<file path="src/rtl/regfile_pkg.sv">
// Shared types and helpers for the multi-port register file.
// Holds the clear-engine state encoding and the address-width derivation.
package regfile_pkg;

    localparam int NREAD_MIN = 1;
    localparam int NREAD_MAX = 4;

    typedef enum logic {
        IDLE  = 1'b0,
        CLEAR = 1'b1
    } clr_state_t;

    function automatic int addr_width(input int nregs);
        return (nregs > 1) ? $clog2(nregs) : 1;
    endfunction

endpackage

</file>
<file path="src/rtl/regfile_clear_fsm.sv">
// Sequential clear engine: walks registers 1..NREGS-1, one per cycle, zeroing each.
// Latency NREGS-1 cycles from clear_req; clear_req while busy is ignored; writes are held off via clear_busy.
module regfile_clear_fsm
    import regfile_pkg::*;
#(
    parameter int NREGS = 32,
    parameter int AW    = 5
) (
    input  logic          clock,
    input  logic          reset_n,
    input  logic          clear_req,
    output logic          clear_busy,
    output logic          clear_done,
    output logic          clr_en,
    output logic [AW-1:0] clr_addr
);

    localparam logic [AW-1:0] LAST_ADDR = AW'(NREGS - 1);

    clr_state_t    state, state_nxt;
    logic [AW-1:0] cnt, cnt_nxt;

    always_ff @(posedge clock or negedge reset_n) begin
        if (!reset_n) begin
            state <= IDLE;
            cnt   <= '0;
        end else begin
            state <= state_nxt;
            cnt   <= cnt_nxt;
        end
    end

    // Register 0 is hardwired, so the walk starts at 1.
    always_comb begin
        state_nxt  = state;
        cnt_nxt    = cnt;
        clear_done = 1'b0;
        clr_en     = 1'b0;
        case (state)
            IDLE: begin
                if (clear_req) begin
                    state_nxt = CLEAR;
                    cnt_nxt   = AW'(1);
                end
            end
            CLEAR: begin
                clr_en = 1'b1;
                if (cnt == LAST_ADDR) begin
                    clear_done = 1'b1;
                    state_nxt  = IDLE;
                    cnt_nxt    = '0;
                end else begin
                    cnt_nxt = cnt + AW'(1);
                end
            end
            default: state_nxt = IDLE;
        endcase
    end

    assign clear_busy = (state == CLEAR);
    assign clr_addr   = cnt;

endmodule

</file>
<file path="src/rtl/regfile_mp.sv">
// Multi-port register file: NREAD combinational read ports with write bypass, one write port, registered debug read.
// Read latency 0, debug latency 1; wr_ready drops while the clear engine runs.
module regfile_mp
    import regfile_pkg::*;
#(
    parameter  int XLEN  = 32,
    parameter  int NREGS = 32,
    parameter  int NREAD = 2,
    localparam int AW    = addr_width(NREGS)
) (
    input  logic                  clock,
    input  logic                  reset_n,
    input  logic [NREAD*AW-1:0]   rd_addr,
    output logic [NREAD*XLEN-1:0] rd_data,
    input  logic                  wr_en,
    input  logic [AW-1:0]         wr_addr,
    input  logic [XLEN-1:0]       wr_data,
    output logic                  wr_ready,
    input  logic                  clear_req,
    output logic                  clear_busy,
    output logic                  clear_done,
    input  logic [AW-1:0]         dbg_addr,
    output logic [XLEN-1:0]       dbg_data
);

    logic [XLEN-1:0] regs [NREGS];
    logic            clr_en;
    logic [AW-1:0]   clr_addr;
    logic            wr_fire;

    regfile_clear_fsm #(
        .NREGS (NREGS),
        .AW    (AW)
    ) u_clear_fsm (
        .clock      (clock),
        .reset_n    (reset_n),
        .clear_req  (clear_req),
        .clear_busy (clear_busy),
        .clear_done (clear_done),
        .clr_en     (clr_en),
        .clr_addr   (clr_addr)
    );

    assign wr_ready = ~clear_busy;
    // Writes to x0 are accepted at the handshake but never reach storage or bypass.
    assign wr_fire  = wr_en && wr_ready && (wr_addr != '0);

    // Clear and write never coincide: writes are only accepted while the engine is idle.
    always_ff @(posedge clock or negedge reset_n) begin
        if (!reset_n) begin
            for (int i = 0; i < NREGS; i++) begin
                regs[i] <= '0;
            end
        end else if (clr_en) begin
            regs[clr_addr] <= '0;
        end else if (wr_fire) begin
            regs[wr_addr] <= wr_data;
        end
    end

    for (genvar k = 0; k < NREAD; k++) begin : g_rd
        logic [AW-1:0]   addr;
        logic [XLEN-1:0] word;

        assign addr = rd_addr[k*AW +: AW];

        always_comb begin
            word = regs[addr];
            if (addr == '0) begin
                word = '0;
            end else if (wr_fire && (wr_addr == addr)) begin
                word = wr_data;
            end
        end

        assign rd_data[k*XLEN +: XLEN] = word;
    end

    // Pre-update storage value; deliberately no bypass on the debug path.
    always_ff @(posedge clock or negedge reset_n) begin
        if (!reset_n) begin
            dbg_data <= '0;
        end else begin
            dbg_data <= (dbg_addr == '0) ? '0 : regs[dbg_addr];
        end
    end

endmodule

</file>
<file path="config.mk">
export PLATFORM = sky130hd
export DESIGN_NAME = regfile_mp
export DESIGN_NICKNAME = d
export VERILOG_FILES = /design/src/rtl/regfile_pkg.sv /design/src/rtl/regfile_clear_fsm.sv /design/src/rtl/regfile_mp.sv
export SDC_FILE = /design/constraint.sdc
export NUM_CORES = 2
export LEC_CHECK = 0
export BUFFER_PORTS_ARGS = -buffer_cell sky130_fd_sc_hd__buf_2
export CAP_MARGIN = 20
export CORE_ASPECT_RATIO = 0.5
export CORE_UTILIZATION = 30
export CTS_CLUSTER_SIZE = 30
export DETAILED_ROUTE_END_ITERATION = 8
export PLACE_DENSITY_LB_ADDON = 0.15
export SLEW_MARGIN = 20
export SYNTH_ARGS = -nofsm -noshare
export SYNTH_HDL_FRONTEND = slang
export SYNTH_HIERARCHICAL = 1
export SYNTH_SLANG_ARGS = --single-unit
</file>
<file path="constraint.sdc">
create_clock -name clock -period 2.95 [get_ports clock]
set_clock_uncertainty 0.2 [all_clocks]
set_input_delay 0.4425 -clock clock [delete_from_list [all_inputs] [get_ports clock]]
set_output_delay 0.4425 -clock clock [all_outputs]
set_load 0.03 [all_outputs]
</file>
==> flow_metrics.py <==
metrics = {
    "worst_setup_path": {
        "rr_startpoint": "u_clear_fsm/clear_busy$_DFF_PN0_",
        "end_kind": "primary output",
        "crit_path_frequent_cell": "buf_4",
        "worst_path_largest_cell_delay_ps": 450,
        "worstSetupPathType": "reg -> out",
        "cp_data_required_time_ps": 2310,
        "crit_path_cell_trace": "buf_12 -> buf_4 -> nand2b_4 -> nor4b_4 -> buf_4 -> a221o_1 -> buf_6",
        "cp_max_fo": 9,
        "reg2reg_to": "regs[61]$_DFFE_PN0P_",
        "cp-start-kind": "flop",
        "reg2reg_slack_ps": -70,
        "reg2reg_depth": 11,
        "cp.arrival_ps": 2990,
        "slowest_stage": "nor4b_4",
    },
    "power": {
        "sequentialPowerShare_pct": 37.3,
        "p_leak_nw": 34.5,
        "peakVddDrop_uv": 542,
        "cellInternalPower_mw": 27.3,
        "p_switching_mw": 13.7,
        "clkPwrFrac_pct": 39.5,
        "p_sw_share_pct": 33.4,
        "comb_power_share_pct": 23.3,
        "powerDensity_nw_per_um2": 510,
    },
    "synthesis": {
        "ys_top_cells_by_area": "dfrtp_1 42%, mux4_2 24%, a22o_1 14%",
        "ys_types": 68,
        "synth_nets": 4781,
        "yosysWarnings": 6,
        "synth_flop_cell": "dfrtp_1",
        "syn_inst": 4722,
        "synthArstFlopShare_pct": 100,
        "synth_top_area_share_pct": 42.3,
        "synth_top_area_cell": "dfrtp_1",
        "syn_area_per_cell_um2": 13.3,
        "netlist_area_um2": 62900,
        "ys_ff_latch": 1062,
        "synth_edf_count": 0,
        "synth_seq_area_share_pct": 42.3,
    },
    "drt": {
        "avgViaCountPerCell": 7.04,
        "first_pass_iters": 9,
        "drcViolationCount": 0,
        "wl_per_cell_um": 46.3,
        "routed_wl_um": 374000,
        "vias": 57000,
        "ant_nets": 0,
        "drtIter0Drc": 8904,
    },
    "sta": {
        "fin_setup_tns_ps": -36240,
        "setup_ws_ps": -684,
        "setup_viol": 110,
        "grt_setup_unrepaired": "true",
        "relSlewSlack_pct": 16.2,
        "min_period_ps": 3630,
        "hold_viol": 0,
        "drv_slew": 0,
        "fmax_mhz": 275,
        "tightest_slew_ps": 1250,
        "period_share_pct": 123,
    },
    "cells_and_area": {
        "drive_above_1_share_pct": 40.0,
        "multi_input_area_um2": 35000,
        "register_area_um2": 26600,
        "fin_nets": 5270,
        "syn2layout_area_growth_pct": 27.6,
        "final_cells": 8086,
        "fin_area_um2": 80200,
        "nFillCells": 19500,
    },
    "cts": {
        "clock_path_buffers": 3,
        "insertion_delay_ps": 770,
        "htree_num_levels": 3,
        "root_buffer": "clkbuf_16",
        "path_clk_slew_ps": 60,
        "clock-sinks": 1062,
        "numCtsBuffers": 115,
        "tritoncts": "built",
    },
    "die": {
        "die_w_um": 649,
        "io_pins": 155,
        "die_y_um": 326,
        "rows": 118,
        "initial_core_util_pct": 30.3,
        "dieArea_um2": 212000,
        "core_um2": 208000,
    },
    "global_route": {
        "grt_overflow": 0,
        "grt_start_max_net_pins": 76,
        "grt_pass1_wl_um": 501000,
        "gr-usage-all-layers_pct": 34.5,
        "grt_pass1_vias": 54900,
        "antenna_found_initial": 28,
    },
    "status": {
        "violations": "setup timing",
        "outcome": "finished with violations",
    },
    "placed_design": {
        "routabilityCongestion": 0.950,
        "dp.cells": 7749,
        "dpl_cell_area_um2": 73400,
        "dp_hpwl_um": 242000,
        "pre_cts_ws_ps": -962,
        "portBuffers": 154,
    },
    "flow_run": {
        "drv_cap": 0,
    },
    "hold_path": {
        "min_path_type": "in -> async",
    },
}
## logic make-up (layout without fill, tap and decap cells)
logic type	after synthesis	in the layout	synth area share, %
simple gates	406	406	3.07
buf+inv	666	1248	4.93
compound gates	1571	1571	20.2
xor+xnor	10	10	0.139
other cells	0	22	0
mux	1004	1004	29.3
fa+ha+maj	3	3	0.0597
flops	1062	1062	42.3
## per-layer routing
metal  vias up  part of all wire (%)  global-route usage [%]
met1     30500                    40                    46.8
met2      5011                    41                    46.9
met3      1042                    14                    14.9
met5         -                  0.19                   0.636
li1      20400                     -                       -
met4        28                   5.4                    16.5
## worst max-delay path, delay by kind of cell, from the launching register on
family          cells  cell delay, ps
compound gates      1             330
buf+inv             4             840
flops               1             420
simple gates        2             630
## cells in the mapped netlist (36+ instances only)
library cell	instances
nor3_1	39
a21oi_1	84
o21ai_0	111
mux2i_1	311
buf_1	57
a221oi_1	86
nor2_1	93
buf_2	76
clkbuf_1	407
o22ai_1	45
dfrtp_1	1062
mux4_2	666
inv_1	36
nand2_1	136
buf_4	51
a22oi_1	78
and2_1	39
a22o_1	1006
## power groups by stage
stage          sequential [mW]  clock (mW)  combinational [mW]
2_1_floorplan             15.4           0                3.37
3_3_place_gp              15.5           0                8.71
3_5_place_dp              15.5           0                8.73
4_1_cts                   15.2        16.2                9.06
5_1_grt                   15.3        16.8                9.47
6_report                  15.2        16.1                9.52
## registers in the layout (all words and copies together), names as in the netlist
name and count:
u_clear_fsm/clr_addr 5, regs 1024, u_clear_fsm/clear_busy 1, dbg_data 32
## cell usage in the layout, fill, tap and decap left out, types with 15 or more instances in the layout
cell / count
dlygate4sd3_1: 18
a22o_1: 1003
buf_6: 84
clkinv_2: 20
a22oi_1: 65
buf_8: 19
buf_2: 78
o22ai_1: 44
o21ai_1: 29
clkbuf_16: 119
nor2_1: 43
dfrtp_1: 1058
clkbuf_8: 28
nand3_1: 26
and2_1: 36
diode_2: 22
mux2i_1: 306
a221oi_2: 19
mux2_2: 25
bufinv_16: 15
o21ai_0: 79
nand2_1: 124
a221o_1: 32
nor3_1: 28
a221oi_1: 67
buf_12: 239
o211ai_1: 15
a211oi_1: 15
a21oi_1: 37
o21ai_2: 17
nor2_4: 44
buf_4: 552
clkbuf_1: 17
a21oi_4: 38
mux4_2: 666
inv_1: 36
## layout make-up
| class | instances | area share [%] |
|---|---|---|
| clock buffer | 162 | 4.22 |
| sequential | 1062 | 33.1 |
| inverter | 39 | 0.182 |
| multi-input combinational | 2994 | 43.6 |
| clock inverter | 48 | 0.822 |
| timing repair buffer | 999 | 13.7 |
| tap | 2760 | 4.30 |
| antenna | 22 | 0.0686 |
## repair_timing
action,4_1_cts,5_1_grt
hold endpoints to repair,220,0
resized for setup,350,98
setup endpoints to repair,123,236
pin swaps,58,47
buffers inserted,64,44
hold buffers,18,0
cloned,2,1
## worst max-delay path by stage
stage | from | endpoint | slack [ps] | cells after the start
after CTS | u_clear_fsm/clear_busy$_DFF_PN0_ | rd_data[41] | -700 | 10
after global placement | rd_addr[6] | rd_data[36] | -1000 | 12
final | u_clear_fsm/clear_busy$_DFF_PN0_ | rd_data[38] | -680 | 7
after detailed placement | rd_addr[5] | rd_data[40] | -960 | 10
after global routing | u_clear_fsm/clear_busy$_DFF_PN0_ | rd_data[41] | -680 | 10
after floorplan | rd_addr[5] | rd_data[42] | 3 | 10
## metrics by stage
stage          utilization (%)  hold slack [ps]  power (mW)
5_1_grt                   38.6             91.9        41.5
4_1_cts                   38.3             65.6        40.5
2_1_floorplan                -            -53.1        18.8
6_report                  38.6             89.8        40.9
3_3_place_gp              35.3              278        24.2
3_5_place_dp              35.4              271        24.3
No activity file was read; power rests on OpenSTA's default activity.
